--- src/rtl/nbcac_pkg.sv ---
// Shared constants and the crosstalk pair rule for the NBCAC link.
package nbcac_pkg;

   localparam int unsigned NBCAC_CODE_W = 23;
   localparam int unsigned NBCAC_DATA_W = 16;

   // Slices are {wire k+1, wire k}; adjacent wires toggling in opposite directions.
   function automatic logic is_forbidden_pair(input logic [1:0] prev2, input logic [1:0] cur2);
      return ((prev2 == 2'b10) && (cur2 == 2'b01)) || ((prev2 == 2'b01) && (cur2 == 2'b10));
   endfunction

endpackage

--- src/rtl/nbcac_link_rx_23_if.sv ---
// Codeword bus with its valid qualifier; master drives, slave observes.
interface nbcac_link_rx_23_if
   import nbcac_pkg::*;
#(
   parameter int unsigned CODE_W = NBCAC_CODE_W
) ();

   logic [CODE_W:1] code;
   logic            code_valid;

   modport master (output code, output code_valid);
   modport slave  (input  code, input  code_valid);

endinterface

--- src/rtl/nbcac_ftr_check.sv ---
// Combinational forbidden-transition detector over every adjacent wire pair.
module nbcac_ftr_check
   import nbcac_pkg::*;
#(
   parameter int unsigned CODE_W = NBCAC_CODE_W
) (
   input  logic [CODE_W:1]   i_prev,
   input  logic [CODE_W:1]   i_cur,
   output logic [CODE_W-1:1] o_pair_hit
);

   always_comb begin
      o_pair_hit = '0;
      for (int k = 1; k < int'(CODE_W); k++) begin
         o_pair_hit[k] = is_forbidden_pair({i_prev[k+1], i_prev[k]}, {i_cur[k+1], i_cur[k]});
      end
   end

endmodule

--- src/rtl/nbcac_link_rx_23.sv ---
// Receive front end: registers the link codeword and tracks crosstalk-forbidden transitions
// between consecutive valid words.
module nbcac_link_rx_23
   import nbcac_pkg::*;
#(
   parameter int unsigned CODE_W = NBCAC_CODE_W,
   parameter int unsigned CNT_W  = NBCAC_DATA_W
) (
   input  logic                clock,
   input  logic                rst_n,
   input  logic                clr,
   nbcac_link_rx_23_if.slave   link_in,
   nbcac_link_rx_23_if.master  link_out,
   output logic                ftr_flag,
   output logic [CNT_W-1:0]    viol_count,
   output logic [CODE_W-1:1]   viol_pair_mask
);

   logic [CODE_W:1]   r_codeout;
   logic              r_code_valid;
   logic              r_ftr_flag;
   logic [CNT_W-1:0]  r_viol_count;
   logic [CODE_W-1:1] r_viol_pair_mask;
   logic [CODE_W:1]   r_prev_word;
   logic              r_hist_valid;

   logic [CODE_W-1:1] w_raw_hit;
   logic [CODE_W-1:1] w_pair_hit;
   logic              w_any_hit;
   logic              w_check_en;

   nbcac_ftr_check #(
      .CODE_W (CODE_W)
   ) u_ftr_check (
      .i_prev     (r_prev_word),
      .i_cur      (link_in.code),
      .o_pair_hit (w_raw_hit)
   );

   assign w_check_en = r_hist_valid & link_in.code_valid;
   assign w_pair_hit = w_raw_hit & {(CODE_W-1){w_check_en}};
   assign w_any_hit  = |w_pair_hit;

   always_ff @(posedge clock or negedge rst_n) begin
      if (!rst_n) begin
         r_codeout        <= '0;
         r_code_valid     <= 1'b0;
         r_ftr_flag       <= 1'b0;
         r_viol_count     <= '0;
         r_viol_pair_mask <= '0;
         r_prev_word      <= '0;
         r_hist_valid     <= 1'b0;
      end else begin
         r_code_valid <= link_in.code_valid;
         if (link_in.code_valid) begin
            r_codeout    <= link_in.code;
            r_prev_word  <= link_in.code;
            r_hist_valid <= 1'b1;
         end
         // A word arriving with clr still seeds the history, but is neither flagged nor counted.
         if (clr) begin
            r_ftr_flag       <= 1'b0;
            r_viol_count     <= '0;
            r_viol_pair_mask <= '0;
            if (!link_in.code_valid) begin
               r_hist_valid <= 1'b0;
            end
         end else begin
            r_ftr_flag       <= w_any_hit;
            r_viol_pair_mask <= r_viol_pair_mask | w_pair_hit;
            if (w_any_hit && (r_viol_count != {CNT_W{1'b1}})) begin
               r_viol_count <= r_viol_count + CNT_W'(1);
            end
         end
      end
   end

   assign link_out.code       = r_codeout;
   assign link_out.code_valid = r_code_valid;
   assign ftr_flag            = r_ftr_flag;
   assign viol_count          = r_viol_count;
   assign viol_pair_mask      = r_viol_pair_mask;

endmodule

--- src/flat_wrapper.sv ---
// flat-port wrapper written by rule: the top's interface ports become plain ports
module nbcac_link_rx_23_flat import nbcac_pkg::*;
#(
   parameter int unsigned CODE_W = NBCAC_CODE_W,
   parameter int unsigned CNT_W  = NBCAC_DATA_W
)
  (clock, rst_n, clr, ftr_flag, viol_count, viol_pair_mask, link_in_code, link_in_code_valid, link_out_code, link_out_code_valid);
  nbcac_link_rx_23_if #(.CODE_W(CODE_W)) link_in_i ();
  nbcac_link_rx_23_if #(.CODE_W(CODE_W)) link_out_i ();
  input  logic clock;
  input  logic rst_n;
  input  logic clr;
  output logic ftr_flag;
  output logic [CNT_W-1:0] viol_count;
  output logic [CODE_W-1:1] viol_pair_mask;
  input wire logic [$bits(link_in_i.code)-1:0] link_in_code;
  input wire logic [$bits(link_in_i.code_valid)-1:0] link_in_code_valid;
  output wire logic [$bits(link_out_i.code)-1:0] link_out_code;
  output wire logic [$bits(link_out_i.code_valid)-1:0] link_out_code_valid;
  assign link_in_i.code = link_in_code;
  assign link_in_i.code_valid = link_in_code_valid;
  assign link_out_code = link_out_i.code;
  assign link_out_code_valid = link_out_i.code_valid;
  nbcac_link_rx_23 #(.CODE_W(CODE_W), .CNT_W(CNT_W)) u_core (.clock(clock), .rst_n(rst_n), .clr(clr), .link_in(link_in_i), .link_out(link_out_i), .ftr_flag(ftr_flag), .viol_count(viol_count), .viol_pair_mask(viol_pair_mask));
endmodule
--- config.mk ---
export PLATFORM = sky130hd
export DESIGN_NAME = nbcac_link_rx_23_flat
export DESIGN_NICKNAME = d
export VERILOG_FILES = /design/src/rtl/nbcac_pkg.sv /design/src/rtl/nbcac_link_rx_23_if.sv /design/src/rtl/nbcac_ftr_check.sv /design/src/rtl/nbcac_link_rx_23.sv /design/src/flat_wrapper.sv
export SDC_FILE = /design/constraint.sdc
export NUM_CORES = 1
export LEC_CHECK = 0
export BUFFER_PORTS_ARGS = -buffer_cell sky130_fd_sc_hd__buf_2
export CAP_MARGIN = 40
export CORE_ASPECT_RATIO = 2
export CORE_UTILIZATION = 42
export DETAILED_ROUTE_END_ITERATION = 7
export PLACE_DENSITY = 0.64
export REMOVE_ABC_BUFFERS = 1
export SYNTH_ARGS = -nofsm -noshare
export SYNTH_HDL_FRONTEND = slang
export SYNTH_SLANG_ARGS = --single-unit
--- constraint.sdc ---
create_clock -name clock -period 5.81 [get_ports clock]
set_input_delay 0 -clock clock [delete_from_list [all_inputs] [get_ports clock]]
set_output_delay 0 -clock clock [all_outputs]
set_load 0.05 [all_outputs]
Yosys cells after proc, flatten, opt, wreduce, memory -nomap -nowiden --
Cells that the tools add are included.
Cells by class: $add $sub $neg 1, equality and inequality tests 89, mux-type cells 7, bitwise operators 3, reduce and logical (&&, ||, !) cells 69
Operator list (number):
- 2-bit by 1-bit equality test with 1-bit output, second input constant | 44
- 2-bit equality test, second input constant | 44
- 1-bit logical AND | 45
- 16-bit 2-to-1 mux | 2
- 22-bit bitwise AND | 1
- 1-bit logical OR | 22
- 22-bit 2-to-1 mux | 1
- 22-bit OR | 1
- 22-bit OR reduction | 1
- 16-bit by 1-bit adder with 16-bit output, second input constant | 1
- 16-bit inequality test, second input constant | 1
- 1-bit 2-to-1 mux | 4
- 2-bit nonzero test | 1
- 1-bit bitwise AND | 1
Word-level totals: bits in registers 64, input port bits 27, output and inout bits 63, word-level logic and storage cells 175

Depth between registers and ports, before layout --
Gate-level depths: netlist (run 1).
depth in word-level cells 8, mapped depth 9, gate-level depth less buffers 7

Modules after synthesis --
From an unflattened synthesis (run 1), not the netlist that was laid out.
Unflattened totals: cells, all modules 307, area, all modules 3171.8 µm²
By module, submodules not included:
- nbcac_link_rx_23 | instances 1, cells each 239, area each 2743.9 µm², sequential area each 1601.5 µm²
- nbcac_ftr_check | instances 1, cells each 68, area each 427.9 µm², sequential area each 0.0 µm²

Worst setup path before layout (run 1) --
No wires, ideal clock.
path type flip-flop to flip-flop, start reg, netlist name u_core.link_out.code[8], end reg u_core.r_viol_count[7], in the netlist u_core.viol_count[7], setup time 128 ps, arrival 2235 ps, required time 5682 ps, slack 3448 ps, stages on the path, launching flop included 8, buffers on the path 1, clock period less this slack 2362 ps, cell sequence dfrtp_1 nor4bb_1 o41ai_1 nand4_1 nor4_4 buf_2 nor2_1 mux2_1
RTL lines:
- to (signal assigned) | RTL line nbcac_link_rx_23.sv:72 | r_viol_count <= r_viol_count + CNT_W'(1);
- to (decl) | RTL line nbcac_link_rx_23.sv:22 | logic [CNT_W-1:0] r_viol_count;

Worst setup path after layout (run 1) --
start reg u_core.r_hist_valid, end reg u_core.r_viol_count[11], in the netlist u_core.viol_count[11]
On the way: word-level cells in the longest chain between the ends 5
RTL lines:
- from (decl) | RTL line nbcac_link_rx_23.sv:25 | logic r_hist_valid;
- from (signal assigned) | RTL line nbcac_link_rx_23.sv:52 | r_hist_valid <= 1'b0;
- from (signal assigned) | RTL line nbcac_link_rx_23.sv:58 | r_hist_valid <= 1'b1;
- from (signal assigned) | RTL line nbcac_link_rx_23.sv:66 | r_hist_valid <= 1'b0;
- 1-bit bitwise AND | RTL line nbcac_link_rx_23.sv:40 | assign w_check_en = r_hist_valid & link_in.code_valid;
- 22-bit bitwise AND | RTL line nbcac_link_rx_23.sv:41 | assign w_pair_hit = w_raw_hit & {(CODE_W-1){w_check_en}};
- 22-bit OR reduction | RTL line nbcac_link_rx_23.sv:42 | assign w_any_hit = |w_pair_hit;
- 1-bit logical AND | RTL line nbcac_link_rx_23.sv:71 | if (w_any_hit && (r_viol_count != {CNT_W{1'b1}})) begin
- 2-bit nonzero test (no line)
No other way between the ends. A chain may end at the register's enable or synchronous reset.

==> results of run 1 <==
layout by cell type (no fill, tap or decap), types with 5 or more instances in the layout:
cell type	n
o21ai_0	20
o21ai_1	8
nand3_1	5
nand2_1	12
dlygate4sd3_1	24
and3_1	7
nor2_1	10
dfrtp_1	64
mux2_1	6
clkbuf_16	9
o41ai_1	8
nand4_1	5
mux2_2	23
nor4bb_1	44
or3_1	6
buf_2	89
inv_1	23
a21oi_1	28
nor2b_1	7
layer usage:
metal	wire [µm]	share of wire (%)	vias up	track usage (%)
met1	3150	39	1374	23.1
met2	4440	55	69	38.1
met5	0	0	-	0
met4	219	2.7	0	12.4
met3	278	3.4	17	3.96
li1	-	-	1382	-
cell type report:
cell class | count | area, µm²
clock buffers | 14 | 284
clock inverters | 2 | 35.0
multi-input cells | 208 | 1540
flip-flops and latches | 64 | 1600
repair buffers | 115 | 701
inverters | 23 | 86.3
fillers | 695 | 3240
well taps | 94 | 118
registers in the layout, summed over array words and instances, names as in the netlist:
register,cells
u_core.viol_pair_mask,22
u_core.ftr_flag,1
u_core.link_out.code,23
u_core.link_out.code_valid,1
u_core.r_hist_valid,1
u_core.viol_count,16
critical path, cell delays in order, from the launching register on:
cell and delay [ns]:
dfrtp_1 0.34, and2_1 0.67, o21ai_0 0.27, nand4_1 0.21, nor4_4 0.06, buf_4 0.21
nor4b_1 0.37, mux2_1 0.35
metrics by stage:
stage | hold slack [ns] | std cells | cell area (µm²) | utilization, % | power, µW
floorplan | -0.296 | 295 | 3230 | - | 685
global placement | 0.242 | 480 | 3800 | 50.1 | 769
detailed placement | 0.239 | 480 | 3800 | 50.1 | 773
CTS | 0.106 | 520 | 4360 | 57.4 | 1350
global route | 0.137 | 520 | 4360 | 57.4 | 1390
finish | 0.102 | 520 | 4360 | 57.4 | 1340
power groups by stage:
| stage | Combinational [µW] | Clock [µW] | Sequential (µW) |
|---|---|---|---|
| after CTS | 271 | 572 | 507 |
| after global routing | 289 | 585 | 512 |
| after global placement | 256 | 0 | 513 |
| final | 269 | 562 | 507 |
| after floorplan | 78.3 | 0 | 606 |
| after detailed placement | 258 | 0 | 514 |
path summary, 6_finish.rpt:
check | from | to | slack (ns) | cells past startpoint
hold / removal | link_in_code_valid | u_core.link_out.code_valid$_DFF_PN0_ | 0.10 | 1
min in group asynchronous | rst_n | u_core.viol_count[1]$_DFFE_PN0P_ | 0.37 | 3
setup / recovery | u_core.r_hist_valid$_DFF_PN0_ | u_core.viol_count[11]$_DFFE_PN0P_ | 3.21 | 7
hold reg to reg | u_core.r_hist_valid$_DFF_PN0_ | u_core.r_hist_valid$_DFF_PN0_ | 0.47 | 1
setup reg to reg | u_core.r_hist_valid$_DFF_PN0_ | u_core.viol_count[11]$_DFFE_PN0P_ | 3.21 | 7
max in group asynchronous | rst_n | u_core.link_out.code[3]$_DFFE_PN0P_ | 4.89 | 3
what timing repair did:
item	in CTS	in global routing
hold buffers	24	0
resized for setup	0	0
hold endpoints to repair	87	0
setup buffers	0	0
cells by family (layout without fill, tap and decap cells):
logic type / after synthesis / after routing / synth area share, %
and+or+nand+nor: 107 / 107 / 24.1
muxes: 30 / 30 / 10.3
AOI/OAI and AO/OA: 70 / 70 / 12.2
DFF: 64 / 64 / 48.8
adders and majority gates: 1 / 1 / 0.381
buffers and inverters: 36 / 154 / 4.23
==> reports/metrics.cfg, run 1 <==
[detailed_routing]
vias=2842
via_per_inst=5.47
wl_mm=8.09
ant_nets=0
wl_per_cell_um=15.6
drt-initial-drc-count=235
dr.pass1.iters=4
drc=0

[die]
dieArea_um2=8190
coreArea_um2=7600
start_util_pct=43.1
dieHeight_um=127
num_rows=45
io_pins=90
die_w_um=64.5

[run_status]
status=complete, no violations

[yosys]
yosysWarningCount=0
ys.flop_type=dfrtp_1
syn_area_um2=3280
synth-seq-cells=64
synth_common_cells=64 x dfrtp_1, 44 x nor4bb_1, 28 x a21oi_1, 23 x inv_1, 23 x mux2_2
netlist_instances=308
synthTopCellsByArea=dfrtp_1 49%, nor4bb_1 13%, mux2_2 7.9%, a21oi_1 4.3%, o21ai_0 3.1%
yosysUniqueCellTypes=32
synth.most_common_cell=dfrtp_1
async_reset_ff_share_pct=100
yosysSeqAreaShare_pct=48.8
synth_top_area_share_pct=48.8
synth_edf_count=0
synth_top_area_cell=dfrtp_1
syn_avg_cell_area_um2=10.6

[finish]
syn2layout_area_growth_pct=33.1
n_antenna_cell=0
drive_gt1_share_pct=30.5
fin_nets=449

[timing]
drv_slew=0
rsz0062_at_grt=no
finalSetupTns_ns=0
finalCriticalPeriod_ns=2.60
hold_viol_final=0
fin_skew_ns=0.00600
slew_headroom_pct=45.1
final-setup-viol-count=0
fin_ws_ns=3.21
worstMarginPinSlew_ns=0.823
maxClockFrequency_mhz=385
finalCritPeriodShare_pct=44.7

[global_routing]
track_usage_pct=21.5
grt_max_degree=65
overflow=0
grt_pass1_wl_mm=13.3
antenna_found_initial=0
grt_pass1_vias=2877

[run]
max_cap_viol_count=0

[power_and_ir_drop]
switchingPower_uw=397
p_per_area_nw_per_um2=306
p_comb_share_pct=20.1
vdd_ir_drop_max_mv=0.192
clkPwrFrac_pct=42.0
swShare_pct=29.7
leakage_uw=0.00203
sequentialPowerShare_pct=37.9
internal-power_uw=940

[clock_network]
cts_root_buf=clkbuf_16
clockBufferDepth=2
clkSinkCount=64
clkTransAtPathRegs_ns=0.05
cts_tree=yes
cts_inserted_buffers=9
clock_latency_ns=0.33
h-tree-depth=3

[place]
globalplace.congestion=0.783
preCtsSetupSlack_ns=2.98
dp_hpwl_mm=5.71
port_buffers=89

[worst_hold_path]
holdCritPathClass=in -> reg

[setup_path]
start_kind=register
critPathCaptureType=register
crit_fanout=30
cp.required_ns=6.03
cp.arrival_ns=2.82
worstSetupPathType=reg -> reg

Power figures use the tool's default switching activity.
==> run 2: changes to the inputs <==
--- a/config.mk
+++ b/config.mk
@@ -10,7 +10,7 @@
 export CORE_ASPECT_RATIO = 2
 export CORE_UTILIZATION = 42
 export DETAILED_ROUTE_END_ITERATION = 7
-export PLACE_DENSITY = 0.64
+export PLACE_DENSITY = 0.67
 export REMOVE_ABC_BUFFERS = 1
 export SYNTH_ARGS = -nofsm -noshare
 export SYNTH_HDL_FRONTEND = slang
==> constraint.sdc (replaced) <==
create_clock -name clock -period 2.2 [get_ports clock]
set_input_delay 0 -clock clock [delete_from_list [all_inputs] [get_ports clock]]
set_output_delay 0 -clock clock [all_outputs]
set_load 0.05 [all_outputs]
==> reports/metrics.cfg, run 2 (synthesis results as in run 1) <==
[run_status]
status=finished, violations left
violations=negative setup slack

[power_and_ir_drop]
internal-power_uw=2390  ; +150%
p_per_area_nw_per_um2=734  ; +140%
vdd_ir_drop_max_mv=0.410  ; +110%
clkPwrFrac_pct=35.3  ; -6.7 points
sequentialPowerShare_pct=37.7  ; -0.2 points
p_total_uw=3540  ; +160%
swShare_pct=32.5  ; +2.8 points
p_comb_share_pct=27.0  ; +6.9 points
switchingPower_uw=1150  ; +190%
leakage_uw=0.00229  ; +13%

[finish]
mostFrequentLayoutCells=89 x buf_2, 63 x dfrtp_1, 30 x buf_4, 28 x nor4bb_1, 27 x a21oi_1
fin_nets=482  ; +7.3%
largest_reg_flops=23  ; unchanged
nFillCells=634  ; -8.8%
n_antenna_cell=0  ; unchanged
final_area_um2=4830  ; +11%
drive_gt1_share_pct=42.8  ; +12 points
utilization_pct=63.5  ; +6.1 points
syn2layout_area_growth_pct=47.2
layout_commonest_cell=buf_2

[global_routing]
antenna_found_initial=0  ; unchanged
overflow=0  ; unchanged
grt_max_degree=35  ; -46%
track_usage_pct=23.4  ; +2.0 points
grt_pass1_wl_mm=14.4  ; +7.6%
grt_pass1_vias=3075  ; +6.9%

[setup_path]
worst-r2r-setup-slack_ns=-0.08  ; -3.29 ns
r2r_cells=11  ; +4
cp.required_ns=2.45  ; -3.58 ns
critPathCaptureType=register
cp.arrival_ns=2.53  ; -0.29 ns
worstSetupPathType=reg -> reg
rr_startpoint=u_core.link_out.code[5]$_DFFE_PN0P_
start_kind=register
crit_fanout=6  ; -80%
timing.rr.end=u_core.viol_count[4]$_DFFE_PN0P_

[clock_network]
clkTransAtPathRegs_ns=0.05  ; about the same
clkSinkCount=64  ; unchanged
cts_inserted_buffers=9  ; unchanged
clock_latency_ns=0.33  ; about the same
h-tree-depth=3  ; unchanged
cts_tree=yes
clockBufferDepth=2  ; unchanged
cts_root_buf=clkbuf_16

[timing]
fin_skew_ns=0.00641  ; +0.000413 ns
drv_slew=0  ; unchanged
fin_ws_ns=-0.0801  ; -3.29 ns
whs_ns=0.0126  ; -0.0898 ns
hold_viol_final=0  ; unchanged
slew_headroom_pct=54.6  ; +9.4 points
finalCritPeriodShare_pct=104  ; +59 points
maxClockFrequency_mhz=439  ; +14%
worstMarginPinSlew_ns=0.681  ; -0.142 ns
finalCriticalPeriod_ns=2.28  ; -0.317 ns
rsz0062_at_grt=yes
final-setup-viol-count=13  ; +13

[place]
port_buffers=89  ; unchanged
dp_hpwl_mm=6.27  ; +9.7%
dpl_cell_area_um2=4060  ; +6.6%
globalplace.congestion=0.793  ; +1.3%
preCtsSetupSlack_ns=-0.0980  ; -3.08 ns

[detailed_routing]
dr.pass1.iters=4  ; unchanged
wl_per_cell_um=17.1  ; +9.7%
drt-initial-drc-count=139  ; -41%
wl_mm=9.42  ; +16%
ant_nets=0  ; unchanged
via_per_inst=5.58  ; +2.1%
drc=0  ; unchanged
vias=3079  ; +8.3%

[die]
dieHeight_um=127  ; unchanged
start_util_pct=43.1  ; unchanged
num_rows=45  ; unchanged
coreArea_um2=7600  ; unchanged
dieArea_um2=8190  ; unchanged
io_pins=90  ; unchanged
die_w_um=64.5  ; unchanged

[worst_hold_path]
min_path_cells=2  ; +1
holdCritPathClass=in -> reg
holdCritStartpoint=link_in_code[18]
min_to=u_core.link_out.code[19]$_DFFE_PN0P_

[run]
max_cap_viol_count=0  ; unchanged

-- run 2: changes by cell type in the layout (fill, tap and decap cells not counted), moves of 5 or more --
| cell | before | now |
|---|---|---|
| nor4bb_4 | 0 | 7 |
| nor4bb_1 | 44 | 28 |
| buf_4 | 2 | 30 |
| nor4bb_2 | 0 | 9 |
| o41ai_2 | 0 | 5 |
| buf_6 | 0 | 7 |
| o41ai_1 | 8 | 3 |
-- run 2: through the flow --
stage,setup TNS (ns),instances
after floorplan,-4.66,295
after global placement,-0.406,510
after global routing,-1.70,552
after detailed placement,-0.712,510
after CTS,-0.190,549
final,-0.486,552
-- run 2: worst max path at each step --
stage                                        startpoint                           endpoint  slack [ns]  cells after the start
detailed placement  u_core.link_out.code[7]$_DFFE_PN0P_   u_core.viol_count[0]$_DFFE_PN0P_        -0.1                      7
floorplan           u_core.link_out.code[8]$_DFFE_PN0P_   u_core.viol_count[0]$_DFFE_PN0P_       -0.44                      6
global route        u_core.link_out.code[5]$_DFFE_PN0P_   u_core.viol_count[4]$_DFFE_PN0P_       -0.16                     11
finish              u_core.link_out.code[5]$_DFFE_PN0P_   u_core.viol_count[4]$_DFFE_PN0P_       -0.08                     11
CTS                 u_core.link_out.code[5]$_DFFE_PN0P_  u_core.viol_count[10]$_DFFE_PN0P_       -0.05                     10
global placement    u_core.link_out.code[3]$_DFFE_PN0P_   u_core.viol_count[0]$_DFFE_PN0P_       -0.07                      7
-- run 2: repair_timing --
item                       CTS  global route
setup endpoints to repair   14            16
hold endpoints to repair    37             0
gates resized for setup     30            20
hold buffers                20             0
pin swaps                   17            11
buffers inserted             5             5
-- run 2: area by class of cell --
class                      count  area, µm²  area share, %
inverter                      23       86.3           1.79
tap                           94        118           2.44
multi-input combinational    208       1780           36.9
sequential                    64       1600           33.2
clock inverter                 5       25.0          0.518
clock buffer                  10        229           4.74
timing repair buffer         148        985           20.4
-- run 2: power by group through the flow --
stage	registers, µW	logic, µW	clock network [µW]
after floorplan	1600	207	0
final	1330	955	1250
after detailed placement	1340	808	0
after global routing	1340	1010	1300
after global placement	1340	798	0
after CTS	1330	917	1270
-- run 2: routing by layer --
layer / track usage [%] / vias up / wire (µm)
li1: - / 1445 / -
met1: 22.6 / 1536 / 3380
met2: 44.3 / 72 / 5470
met3: 2.88 / 26 / 209
met4: 15.7 / 0 / 358
met5: 0 / - / 0
-- run 2: worst max-delay path, cell delays in order (launching register included) --
cell      delay, ns
dfrtp_1        0.40
buf_6          0.14
buf_4          0.14
nor4bb_4       0.30
o41ai_2        0.12
nand4_1        0.16
nor4_4         0.07
buf_6          0.14
buf_8          0.13
buf_6          0.12
or3_4          0.36
a21oi_2        0.12
